`config.mk`:
```
export PLATFORM = sky130hd
export DESIGN_NAME = snake_move_ctrl_flat
export DESIGN_NICKNAME = d
export VERILOG_FILES = /design/src/rtl/snake_move_ctrl_if.sv /design/src/rtl/snake_move_ctrl.sv /design/src/flat_wrapper.sv
export SDC_FILE = /design/constraint.sdc
export NUM_CORES = 1
export LEC_CHECK = 0
export BUFFER_PORTS_ARGS = -buffer_cell sky130_fd_sc_hd__buf_4
export CAP_MARGIN = 20
export CORE_MARGIN = 4
export CORE_UTILIZATION = 30
export DETAILED_ROUTE_END_ITERATION = 10
export GPL_TIMING_DRIVEN = 0
export SLEW_MARGIN = 20
export SYNTH_ARGS = -nofsm -noshare
export SYNTH_HDL_FRONTEND = slang
export SYNTH_SLANG_ARGS = --single-unit
export TNS_END_PERCENT = 10
```
`constraint.sdc`:
```
create_clock -name clk -period 13.6 [get_ports clk]
set_clock_uncertainty 0.2 [all_clocks]
set_input_delay 1.36 -clock clk [delete_from_list [all_inputs] [get_ports clk]]
set_output_delay 1.36 -clock clk [all_outputs]
set_load 0.01 [all_outputs]
```
`src/rtl/snake_move_ctrl_if.sv`:
```
// Signal bundle between the game-state FSM / button debouncers and the
// snake movement controller. The controller sits on the slave side.
interface snake_move_ctrl_if #(
    parameter int STEP_W = 16
);
    logic [2:0]        state;
    logic [27:0]       mov_speed;
    logic              up_p;
    logic              right_p;
    logic              down_p;
    logic              left_p;
    logic              move_tick;
    logic [1:0]        dir;
    logic [1:0]        q_count;
    logic [STEP_W-1:0] step_count;

    modport master (
        output state, mov_speed, up_p, right_p, down_p, left_p,
        input  move_tick, dir, q_count, step_count
    );

    modport slave (
        input  state, mov_speed, up_p, right_p, down_p, left_p,
        output move_tick, dir, q_count, step_count
    );
endinterface

```
`src/rtl/snake_move_ctrl.sv`:
```
// Snake movement timebase and heading control.
// Produces a one-cycle move_tick every latched period while playing and
// commits at most one buffered turn per tick from a 2-entry queue.
//
// state (input) | meaning
// 0 START       | idle screen: counter cleared, queue flushed, heading RIGHT
// 1 CHOOSE      | level select: as START
// 2 IDLE        | ready: latch period, clear step count, as START
// 3 PLAY        | count down to ticks, accept turns, commit on tick
// 4 PAUSE       | everything frozen, buttons ignored
// 5 WIN         | as START, step count kept for display
module snake_move_ctrl #(
    parameter int MIN_PERIOD = 2,
    parameter int STEP_W     = 16
) (
    input  logic              clk,
    input  logic              rst,
    snake_move_ctrl_if.slave  bus
);
    localparam logic [2:0]  ST_IDLE  = 3'd2;
    localparam logic [2:0]  ST_PLAY  = 3'd3;
    localparam logic [2:0]  ST_PAUSE = 3'd4;
    localparam logic [1:0]  DIR_RIGHT = 2'd1;
    localparam logic [27:0] MIN_P = 28'(MIN_PERIOD);

    logic [27:0]       period_q, period_d;
    logic [27:0]       cnt_q, cnt_d;
    logic              tick_q, tick_d;
    logic [1:0]        dir_q, dir_d;
    logic [1:0]        q0_q, q0_d;
    logic [1:0]        q1_q, q1_d;
    logic [1:0]        qc_q, qc_d;
    logic [STEP_W-1:0] step_q, step_d;

    logic              tick_fire;
    logic              pop;
    logic [1:0]        qc_after;
    logic [1:0]        ref_dir;
    logic              req_vld;
    logic [1:0]        req_dir;

    // Button priority: UP > RIGHT > DOWN > LEFT, one request per cycle.
    always_comb begin
        req_vld = bus.up_p | bus.right_p | bus.down_p | bus.left_p;
        req_dir = 2'd3;
        if (bus.up_p)         req_dir = 2'd0;
        else if (bus.right_p) req_dir = 2'd1;
        else if (bus.down_p)  req_dir = 2'd2;
    end

    // Next-state: period latch, tick counter, turn queue and heading.
    always_comb begin
        period_d  = period_q;
        cnt_d     = cnt_q;
        tick_d    = 1'b0;
        dir_d     = dir_q;
        q0_d      = q0_q;
        q1_d      = q1_q;
        qc_d      = qc_q;
        step_d    = step_q;
        tick_fire = 1'b0;
        pop       = 1'b0;
        qc_after  = qc_q;
        ref_dir   = dir_q;

        case (bus.state)
            ST_IDLE: begin
                period_d = (bus.mov_speed > MIN_P) ? bus.mov_speed : MIN_P;
                cnt_d    = '0;
                qc_d     = '0;
                dir_d    = DIR_RIGHT;
                step_d   = '0;
            end
            ST_PLAY: begin
                tick_fire = (cnt_q == period_q - 28'd1);
                cnt_d     = tick_fire ? '0 : cnt_q + 28'd1;
                tick_d    = tick_fire;
                pop       = tick_fire && (qc_q != 2'd0);
                if (tick_fire && (step_q != {STEP_W{1'b1}}))
                    step_d = step_q + 1'b1;
                if (pop) begin
                    dir_d = q0_q;
                    q0_d  = q1_q;
                end
                qc_after = qc_q - {1'b0, pop};
                // New turns are judged against the last heading they would follow.
                if (qc_after == 2'd2)
                    ref_dir = q1_q;
                else if (qc_after == 2'd1)
                    ref_dir = pop ? q1_q : q0_q;
                else
                    ref_dir = dir_d;
                qc_d = qc_after;
                if (req_vld && (req_dir != ref_dir) &&
                    (req_dir != (ref_dir ^ 2'd2)) && (qc_after != 2'd2)) begin
                    if (qc_after == 2'd0) q0_d = req_dir;
                    else                  q1_d = req_dir;
                    qc_d = qc_after + 2'd1;
                end
            end
            ST_PAUSE: begin
                tick_d = 1'b0;
            end
            default: begin
                cnt_d = '0;
                qc_d  = '0;
                dir_d = DIR_RIGHT;
            end
        endcase
    end

    // State registers with asynchronous reset.
    always_ff @(posedge clk or posedge rst) begin
        if (rst) begin
            period_q <= MIN_P;
            cnt_q    <= '0;
            tick_q   <= 1'b0;
            dir_q    <= DIR_RIGHT;
            q0_q     <= '0;
            q1_q     <= '0;
            qc_q     <= '0;
            step_q   <= '0;
        end else begin
            period_q <= period_d;
            cnt_q    <= cnt_d;
            tick_q   <= tick_d;
            dir_q    <= dir_d;
            q0_q     <= q0_d;
            q1_q     <= q1_d;
            qc_q     <= qc_d;
            step_q   <= step_d;
        end
    end

    assign bus.move_tick  = tick_q;
    assign bus.dir        = dir_q;
    assign bus.q_count    = qc_q;
    assign bus.step_count = step_q;
endmodule

```
`src/flat_wrapper.sv`:
```
// flat-port wrapper written by rule: the top's interface ports become plain ports
module snake_move_ctrl_flat 
#(
    parameter int MIN_PERIOD = 2,
    parameter int STEP_W     = 16
)
  (clk, rst, bus_state, bus_mov_speed, bus_up_p, bus_right_p, bus_down_p, bus_left_p, bus_move_tick, bus_dir, bus_q_count, bus_step_count);
  snake_move_ctrl_if #(.STEP_W(STEP_W)) bus_i ();
  input  logic clk;
  input  logic rst;
  input wire logic [$bits(bus_i.state)-1:0] bus_state;
  input wire logic [$bits(bus_i.mov_speed)-1:0] bus_mov_speed;
  input wire logic [$bits(bus_i.up_p)-1:0] bus_up_p;
  input wire logic [$bits(bus_i.right_p)-1:0] bus_right_p;
  input wire logic [$bits(bus_i.down_p)-1:0] bus_down_p;
  input wire logic [$bits(bus_i.left_p)-1:0] bus_left_p;
  output wire logic [$bits(bus_i.move_tick)-1:0] bus_move_tick;
  output wire logic [$bits(bus_i.dir)-1:0] bus_dir;
  output wire logic [$bits(bus_i.q_count)-1:0] bus_q_count;
  output wire logic [$bits(bus_i.step_count)-1:0] bus_step_count;
  assign bus_i.state = bus_state;
  assign bus_i.mov_speed = bus_mov_speed;
  assign bus_i.up_p = bus_up_p;
  assign bus_i.right_p = bus_right_p;
  assign bus_i.down_p = bus_down_p;
  assign bus_i.left_p = bus_left_p;
  assign bus_move_tick = bus_i.move_tick;
  assign bus_dir = bus_i.dir;
  assign bus_q_count = bus_i.q_count;
  assign bus_step_count = bus_i.step_count;
  snake_move_ctrl #(.MIN_PERIOD(MIN_PERIOD), .STEP_W(STEP_W)) u_core (.clk(clk), .rst(rst), .bus(bus_i));
endmodule
```
==> impl_results.md, run 1 <==
- Outcome: finished clean
- Overall power: about 700 uW
- Ant. Diodes: 0
- Number of remaining DRC errors: 0
- R2R Path Start: u_core.period_q[0]
- # nets final: approximately 660
- Register bit total from synthesis: 81
- Async S/R FF share, synth: 1.00
- Num CTS Buffers: 9
- # fillers: around 1.7k
- Logic pwr share: 0.169
- Post-Synth Adder-Cell Area: 0.00982
- Crit Path Max Fanout: 6
- Post-DRT Antenna Nets: 0
- Max Freq: between 0.15 and 0.2 GHz
- CTS Hold Buffers Added: 0
- Critical path data arrival time: between 5 and 6 ns
- Critical path's slowest cell: or4b_4
- Slew HR: 0.570
- Final setup vio count: 0
- Vias: roughly 4.5k
- Die X-Extent: approximately 140 um
- CTS resizes: 0
- Clock net sink count: 81
- Min-delay worst type: reg2reg
- Clock share of power: 0.413
- Post-Syn Instances: 546
- Post-Syn Nets: about 590
- Main combinational cell family by area after synthesis: simple AND/OR/NAND/NOR gates
- Core ar.: between 15000 and 20000 um^2
- Max VDD drop: slightly above 0.06 mV
- DR WL/cell: ~16 um
- Largest net degree at the start of global routing: 60
- Pre-antenna DRT Iters: 4
- MaxCap Viol Count: 0
- Die Area: 19100 um^2
- Hold Startpoint: u_core.bus.dir[1]
- Delay of the slowest critical-path stage: about 0.54 ns
- Number of global-route vias before repair: ~4.6k
- Synth Area in Compound Gates: 0.137
- IO Port Bufs: 57
- Post-synthesis mux area share: 0.0719
- RSZ-0062 raised after global routing: false
- Layout area overhead: 21.2%
- Post-DP HPWL: between 10000 and 15000 um
- Synth warnings: 0
- TritonCTS clock tree: yes
- CP Launch Type: flop
- Power Internal: ~500 uW
- Yosys cell types: 73
- Final Slew Violations: 0
- Via/cell ratio: 5.37
- Setup crit end kind: flop
- H-tree depth: 3
- I/O pins: 58
- Switching power: between 150 and 200 uW
- Required @ worst endpoint: ~14 ns
- Global-route wire length before repair: ~23000 um
- CTS max path bufs: 2
- LEAKAGE: roughly 0.0026 uW
- Clk_lat worst skew: about 0.35 ns
- Mapped Area: about 5000 um^2
- Clk root buf: clkbuf_16
- Initial antenna violation count: 0
- Final Hold Viols: 0
- CP Launch Point: u_core.period_q[0]
- Layout cells sized above 1: 0.205
- Row cnt: 47
- Crit share post-route: 0.405
- Worst-path cell chain: inv_1 -> ha_1 -> or4b_4 -> or4_1 -> a2111oi_0 -> o2bb2ai_1 -> and3b_1 -> nand4bb_2 -> inv_1 -> ha_1 -> xnor2_1 -> nand2_1 -> or4_1 -> o22a_1 -> o211ai_2 -> mux2i_2 -> and3_4 -> mux2_4
- Crit Path Class: reg2reg
- Starting Density: 0.306
- R2R setup slack: a little over 8 ns
- Tot GR Track Use: 0.144
- Synth Area in Simple Gates: 0.261
- Seq pwr share: 0.417
- Register area share after synthesis: 0.398
- Clk slew on worst S/H paths: around 0.060 ns
- Sw frac: 0.271
- Post-synthesis xor/xnor area fraction: 0.0945
- Grt total ovfl: 0
- Final Routed Wirelength: 13700 um
- Setup TNS: 0 ns
- Pwr Density: 111 nW/um^2
- Die Ht: 138 um
- RD Place Congestion: roughly 0.85
- Worst-Margin Slew: around 0.65 ns
- Final min period: between 5 and 6 ns
- Drt initial violations: 306
- Main flop type after synthesis: dfrtp_1
- Post-synth EDFFs: 0
- # Post-CTS Setup Buffers: 0
- Post-Syn Area per Cell: 9.34 um^2
metal layers:
metal	up-vias	global-route usage	share of wire
met5	-	0	0
met4	0	0.0385	0.013
met3	17	0.0345	0.054
met2	113	0.239	0.48
met1	2247	0.188	0.45
li1	2135	-	-
flip-flops by register name (all words and copies together), names as in the netlist:
| name | cells |
|---|---|
| u_core.cnt_q | 28 |
| u_core.period_q | 28 |
| u_core.bus.step_count | 16 |
| u_core.bus.dir | 2 |
| u_core.bus.q_count | 2 |
| u_core.q0_q | 2 |
| u_core.q1_q | 2 |
| u_core.bus.move_tick | 1 |
path summary, 6_finish.rpt:
check,end,cells after the start
setup / recovery,u_core.q1_q[0],18
hold / removal,u_core.bus.dir[1],1
setup reg to reg,u_core.q1_q[0],18
hold reg to reg,u_core.bus.dir[1],1
max in group asynchronous,u_core.period_q[1],3
min in group asynchronous,u_core.bus.dir[1],2
logic make-up (layout without fill, tap and decap cells):
logic type	Yosys count	after routing
XOR/XNOR	55	55
flip-flops	81	81
buffers and inverters	35	109
multiplexers	32	32
adder cells (fa/ha/maj)	4	4
AND/OR/NAND/NOR	232	232
AO/OA/AOI/OAI	107	107
cells in the mapped netlist, types with 3 or more instances:
master,n,area (um^2)
a21oi_1,13,65.1
and3_1,21,131
and3b_1,3,26.3
clkbuf_1,15,56.3
dfrtp_1,79,1980
ha_1,4,50.1
inv_1,16,60.1
mux2_2,26,293
mux2i_1,3,30.0
nand2_1,40,150
nand2b_1,13,81.3
nand3_1,22,110
nand4_1,4,25.0
nand4b_1,4,35.0
nor2_1,41,154
nor2b_1,5,31.3
nor3_1,15,75.1
nor3b_1,4,30.0
nor4_1,17,106
o211ai_1,4,30.0
o21ai_0,36,180
o21ai_1,12,60.1
o31ai_1,7,52.6
o41ai_1,3,26.3
or2_2,4,25.0
or3_1,14,87.6
or4_1,5,37.5
xnor2_1,33,289
xor2_1,22,193
cells in the final DEF, fill, tap and decap left out, types with 4 or more instances in the layout:
| master | Yosys | final |
|---|---|---|
| inv_1 | 16 | 15 |
| nor4_1 | 17 | 17 |
| ha_1 | 4 | 4 |
| clkbuf_16 | 0 | 9 |
| nand3_1 | 22 | 22 |
| xnor2_1 | 33 | 33 |
| nand4b_1 | 4 | 4 |
| o21ai_1 | 12 | 12 |
| or4_1 | 5 | 5 |
| and3_1 | 21 | 21 |
| nor2_1 | 41 | 41 |
| o211ai_1 | 4 | 4 |
| nand2b_1 | 13 | 13 |
| clkbuf_1 | 15 | 16 |
| nor3_1 | 15 | 15 |
| a21oi_1 | 13 | 13 |
| o21ai_0 | 36 | 36 |
| nand2_1 | 40 | 40 |
| nor2b_1 | 5 | 5 |
| nor3b_1 | 4 | 4 |
| xor2_1 | 22 | 22 |
| buf_4 | 0 | 57 |
| dfrtp_1 | 79 | 79 |
| or2_2 | 4 | 4 |
| o31ai_1 | 7 | 7 |
| mux2_2 | 26 | 26 |
| or3_1 | 14 | 14 |
| nand4_1 | 4 | 4 |
power by group through the flow:
stage / Clock [uW] / Sequential [uW] / Combinational, uW
3_5_place_dp: 0 / 291 / 116
3_3_place_gp: 0 / 289 / 111
2_1_floorplan: 0 / 281 / 85.3
6_report: 284 / 286 / 116
5_1_grt: 298 / 289 / 128
4_1_cts: 289 / 286 / 116
critical path: cells and delay by family, from the launching register on:
family                   cells  cell delay (ns)
flip-flops                   1             0.42
AO/OA/AOI/OAI                4             0.85
AND/OR/NAND/NOR              7             2.35
XOR/XNOR                     1             0.22
buffers and inverters        2             0.23
multiplexers                 2             0.71
adder cells (fa/ha/maj)      2             0.41
metrics by stage:
step,hold slack (ns),cell area [um^2],worst slack (ns),utilization,cells
floorplan,0.271,5100,8.72,-,546
CTS,0.314,6180,8.14,0.371,840
finish,0.311,6180,8.09,0.371,840
global placement,0.299,5800,8.27,0.349,823
global route,0.345,6180,7.82,0.371,840
detailed placement,0.299,5830,8.16,0.350,824
final cells by class:
class                           instances  area [um^2]  area share
Tap cell                              220          275      0.0446
Sequential cell                        81         2030       0.329
Timing Repair Buffer                   58          455      0.0737
Inverter                               16         62.6      0.0101
Multi-Input combinational cell        430         2930       0.474
Clock buffer                           11          243      0.0393
Buffer                                 19         81.3      0.0132
Clock inverter                          5          103      0.0166
Note: power is estimated with default switching activity, not from simulation.
==> run 2, diff against run 1 <==
==> constraint.sdc (replaced) <==
create_clock -name clk -period 5.3 [get_ports clk]
set_clock_uncertainty 0.2 [all_clocks]
set_input_delay 0.53 -clock clk [delete_from_list [all_inputs] [get_ports clk]]
set_output_delay 0.53 -clock clk [all_outputs]
set_load 0.01 [all_outputs]
==> run 2 against run 1 <==
First-iteration DRC count decreased by 12%. Highest routed layer unchanged. Sequential power rose to 2.6 times the previous value. Flip-flop and latch count is the same. Critical endpoint unchanged. Largest power group unchanged.
==> impl_results.md, run 2 (same netlist as run 1, synthesis figures left out) <==
- Outcome: finished clean
- Ant. Diodes: 0
- Layout cells sized above 1: 0.220
- Commonest non-fill, non-tap cell in the layout: dfrtp_1
- Clk root buf: clkbuf_16
- Vias: around 4.5k
- Overall power: 1770 uW
- RD Place Congestion: approximately 0.85
- Post-DP HPWL: between 10000 and 15000 um
- Setup crit end kind: flop
- Final Slew Violations: 0
- Worst Hold Slack: roughly 0.20 ns
- Switching power: around 480 uW
- RSZ-0062 raised after global routing: false
- Crit Path Class: reg2reg
- Final Hold Viols: 0
- TritonCTS clock tree: yes
- Logic pwr share: 0.175
- Drt initial violations: approximately 270
- Initial antenna violation count: 0
- Via/cell ratio: 5.34
- Power Internal: 1290 uW
- Core ar.: 16600 um^2
- Setup TNS: 0 ns
- Num CTS Buffers: 9
- Critical path data arrival time: 5.10 ns
- DR WL/cell: about 16 um
- Non-Filler Instances: 843
- Sw frac: 0.271
- Max VDD drop: approximately 0.16 mV
- Design area: around 6300 um^2
- Layout area overhead: 22.8%
- Clock net sink count: just over 80
- Commonest non-fill, non-tap cells in the layout: dfrtp_1, buf_4, nor2_1
- Row cnt: 47
- Number of global-route vias before repair: roughly 4.6k
- IO Port Bufs: between 50 and 60
- Clk_lat worst skew: 0.35 ns
- Largest net degree at the start of global routing: 60
- Hold path depth: 3
- Starting Density: 0.306
- Die Ht: 138 um
- Die X-Extent: around 140 um
- Crit Path Max Fanout: 6
- CP Launch Type: flop
- Worst-Margin Slew: between 0.6 and 0.7 ns
- Die Area: between 15000 and 20000 um^2
- DP Area: about 5800 um^2
- Slew HR: 0.574
- Max Freq: between 0.15 and 0.2 GHz
- FF-to-FF path depth: 18
- Final Routed Wirelength: ~14000 um
- Final setup vio count: 0
- # nets final: 659
- Tot GR Track Use: 0.144
- I/O pins: 58
- Grt total ovfl: 0
- Seq pwr share: 0.415
- Post-DRT Antenna Nets: 0
- Placed insts: roughly 820
- Required @ worst endpoint: between 5 and 6 ns
- Clock share of power: 0.409
- MaxCap Viol Count: 0
- CTS max path bufs: 2
- Final min period: 5.07 ns
- LEAKAGE: approximately 0.0026 uW
- Min-delay worst type: in2reg
- Global-route wire length before repair: roughly 23000 um
- Number of remaining DRC errors: 0
- # fillers: 1680
- Pwr Density: about 280 nW/um^2
- Clk slew on worst S/H paths: 0.06 ns
- Crit share post-route: 0.957
- Pre-antenna DRT Iters: 4
- H-tree depth: 3
run 2: through the flow:
| stage | setup slack, ns | utilization |
|---|---|---|
| 2_1_floorplan | 0.417 | - |
| 3_3_place_gp | -0.0301 | 0.349 |
| 3_5_place_dp | -0.140 | 0.350 |
| 4_1_cts | 0.0228 | 0.373 |
| 5_1_grt | 0.0387 | 0.376 |
| 6_report | 0.230 | 0.376 |
run 2: critical path: stages (launching register included):
cell	delay, ns
dfrtp_1	0.37
inv_1	0.09
ha_2	0.21
or4b_4	0.52
nand4b_4	0.26
or4_4	0.57
o2bb2ai_1	0.17
and3b_2	0.30
nand4bb_4	0.17
inv_1	0.10
ha_2	0.31
inv_2	0.10
nand2_1	0.07
or4_1	0.40
o22a_1	0.21
o211ai_2	0.11
mux2i_4	0.27
and3_4	0.22
mux2_4	0.30
run 2: timing repair:
action                                  4_1_cts  5_1_grt
cloned                                        0        0
endpoints found under the setup margin        2        6
buffers inserted                              1        1
endpoints found under the hold margin        21        0
resized for setup                             3        9
hold buffers                                  1        0
run 2: area by class of cell:
type | count | area [um^2] | share of cell area
Multi-Input combinational cell | 430 | 2990 | 0.477
Sequential cell | 81 | 2030 | 0.324
Timing Repair Buffer | 61 | 480 | 0.0767
Tap cell | 220 | 275 | 0.0440
Clock buffer | 11 | 243 | 0.0388
Clock inverter | 5 | 103 | 0.0164
Buffer | 19 | 81.3 | 0.0130
Inverter | 16 | 62.6 | 0.00999
run 2: per-layer routing:
metal  up-vias  GRT usage  part of all wire
li1       2144          -                 -
met1      2243      0.189              0.45
met2        99      0.239              0.48
met3        17     0.0345             0.053
met4         0     0.0380             0.013
met5         -          0                 0
run 2: worst paths after layout:
check                                   start  slack (ns)                  end
max reg2reg                u_core.period_q[0]        0.23       u_core.q1_q[0]
min in group asynchronous                 rst        0.51    u_core.bus.dir[1]
max                        u_core.period_q[0]        0.23       u_core.q1_q[0]
min                         bus_mov_speed[18]        0.20  u_core.period_q[18]
max in group asynchronous                 rst        3.73   u_core.period_q[1]
min reg2reg                 u_core.bus.dir[1]        0.31    u_core.bus.dir[1]
run 2: power groups by stage:
stage	clock (uW)	sequential (uW)	combinational, uW
floorplan	0	721	219
global placement	0	743	284
detailed placement	0	746	297
CTS	741	734	302
global route	765	742	341
finish	725	735	310
==> run 3, diff against run 2 <==
==> constraint.sdc (replaced) <==
create_clock -name clk -period 5.7 [get_ports clk]
set_clock_uncertainty 0.2 [all_clocks]
set_input_delay 0.57 -clock clk [delete_from_list [all_inputs] [get_ports clk]]
set_output_delay 0.57 -clock clk [all_outputs]
set_load 0.01 [all_outputs]
==> run 3 against run 2 <==
Maximum frequency fell by 6.7%. Highest routed layer unchanged. Core utilization fell by 0.35 points. Flip-flop and latch count did not move. Sequential share of layout area rose by 0.31 points. Largest power group unchanged. Hold slack improved by 0.038 ns. Routed wire length fell by 0.48%. Sequential power fell by 6.9%. Count of clock-buffer cells in the layout did not move. Worst setup slack improved by 0.036 ns. Non-clock buffer count fell by 2.
==> impl_results.md, run 3 (same netlist as run 1, synthesis figures left out) <==
- Final Hold Viols: 0
- TritonCTS clock tree: yes
- Starting Density: 0.306
- Grt total ovfl: 0
- Critical path's slowest cell: or4b_4
- Worst Hold Path EP: u_core.period_q[18]
- Outcome: finished clean
- Die Ht: 138 um
- LEAKAGE: 0.00261 uW
- Min-delay worst type: in2reg
- Post-DP HPWL: 10500 um
- Layout area overhead: 21.6%
- Drt initial violations: 310
- Hold path depth: 3
- Vias: approximately 4.5k
- Clk root buf: clkbuf_16
- Commonest non-fill, non-tap cells in the layout: dfrtp_1, buf_4, nor2_1
- Critical path data arrival time: 5.47 ns
- Sw frac: 0.272
- CTS max path bufs: 2
- Required @ worst endpoint: between 5 and 6 ns
- Logic pwr share: 0.171
- Switching power: ~450 uW
- Setup TNS: 0 ns
- Final setup vio count: 0
- Seq pwr share: 0.417
- Slew HR: 0.572
- Die Area: 19100 um^2
- Setup crit end kind: flop
- Largest net degree at the start of global routing: 60
- Crit Path Class: reg2reg
- CP Launch Type: flop
- Initial antenna violation count: 0
- R2R setup slack: around 0.27 ns
- Power Internal: between 1000 and 1500 uW
- Num CTS Buffers: 9
- Clk slew on worst S/H paths: approximately 0.060 ns
- MaxCap Viol Count: 0
- FF-to-FF End: u_core.q1_q[0]
- Ant. Diodes: 0
- Clk_lat worst skew: around 0.35 ns
- Max VDD drop: roughly 0.15 mV
- DP Area: around 6000 um^2
- RSZ-0062 raised after global routing: false
- Worst-path cell chain: inv_1 -> ha_1 -> or4b_4 -> or4_1 -> a2111oi_0 -> o2bb2ai_1 -> and3b_1 -> nand4bb_2 -> inv_1 -> ha_1 -> xnor2_1 -> nand2_1 -> or4_1 -> o22a_1 -> o211ai_2 -> mux2i_4 -> and3_4 -> mux2_4
- FF-to-FF path depth: 18
- H-tree depth: 3
- Delay of the slowest critical-path stage: between 0.5 and 0.6 ns
- Layout cells sized above 1: 0.206
- Final Slew Violations: 0
- R2R Path Start: u_core.period_q[0]
- Crit Path Max Fanout: 6
- RD Place Congestion: roughly 0.85
- Crit share post-route: 0.953
- Clock net sink count: 81
- # nets final: between 600 and 700
- DR WL/cell: ~16 um
- Row cnt: 47
- Pre-antenna DRT Iters: 4
- # Post-CTS Setup Buffers: 0
- Tot GR Track Use: 0.144
- Number of remaining DRC errors: 0
- Overall power: 1640 uW
- Worst-Margin Slew: ~0.64 ns
- Clock share of power: 0.412
- Post-DRT Antenna Nets: 0
- Commonest non-fill, non-tap cell in the layout: dfrtp_1
- Max Freq: between 0.15 and 0.2 GHz
- Hold Startpoint: bus_mov_speed[18]
- IO Port Bufs: 57
- Via/cell ratio: roughly 5.4
- I/O pins: 58
- Final Routed Wirelength: approximately 14000 um
- Pwr Density: roughly 260 nW/um^2
- Final min period: about 5.4 ns
- Number of global-route vias before repair: around 4.6k
- Design area: ~6200 um^2
- Die X-Extent: roughly 140 um
- Global-route wire length before repair: approximately 23000 um
- Core ar.: approximately 17000 um^2
[run 3: cell count changes in the layout (fill, tap and decap cells not counted), sizes merged]
cell,previous run,this run
buf,64,62
[run 3: critical path: cells and delay by family, from the launching register on]
kind / cells / cell delay, ns
AOI/OAI and AO/OA: 4 / 0.87
buffers and inverters: 2 / 0.22
adders and majority gates: 2 / 0.41
and+or+nand+nor: 7 / 2.32
muxes: 2 / 0.65
xor gates and xnor gates: 1 / 0.22
DFF: 1 / 0.42
[run 3: metal layers]
layer | vias up | global-route usage | wire length [um]
li1 | 2136 | - | -
met1 | 2257 | 0.189 | 6240
met2 | 124 | 0.239 | 6580
met3 | 17 | 0.0345 | 699
met4 | 0 | 0.0385 | 183
met5 | - | 0 | 0
[run 3: area by class of cell]
class	instances	area, um^2
timing repair buffer	59	465
clock inverter	5	103
tap	220	275
fill	1689	10400
inverter	16	62.6
sequential	81	2030
clock buffer	11	243
multi-input combinational	430	2940
buffer	19	81.3
[run 3: worst max-delay path by stage]
stage / start / end / slack [ns]
after global placement: u_core.period_q[0] / u_core.q1_q[0] / 0.37
after floorplan: u_core.period_q[0] / u_core.q1_q[0] / 0.82
final: u_core.period_q[0] / u_core.q1_q[0] / 0.27
after CTS: u_core.period_q[0] / u_core.q1_q[0] / 0.24
after detailed placement: u_core.period_q[0] / u_core.q1_q[0] / 0.26
after global routing: u_core.period_q[0] / u_core.q1_q[0] / 0.05
[run 3: power by group through the flow]
stage,logic (uW),clock network [uW],registers (uW)
after floorplan,203,0,671
after global placement,264,0,691
after detailed placement,276,0,693
after CTS,278,689,683
after global routing,308,711,690
final,280,676,684
[run 3: stage by stage]
| stage | instances | hold WS [ns] | setup WS [ns] | util |
|---|---|---|---|---|
| finish | 841 | 0.238 | 0.266 | 0.373 |
| global route | 841 | 0.251 | 0.0529 | 0.373 |
| CTS | 841 | 0.231 | 0.235 | 0.372 |
| detailed placement | 824 | 0.299 | 0.260 | 0.350 |
| global placement | 823 | 0.299 | 0.370 | 0.349 |
| floorplan | 546 | 0.271 | 0.817 | - |
[run 3: what timing repair did]
item / in CTS / in global routing
hold endpoints to repair: 21 / 0
resized for setup: 0 / 2
endpoints found under the setup margin: 0 / 2
hold buffers: 1 / 0
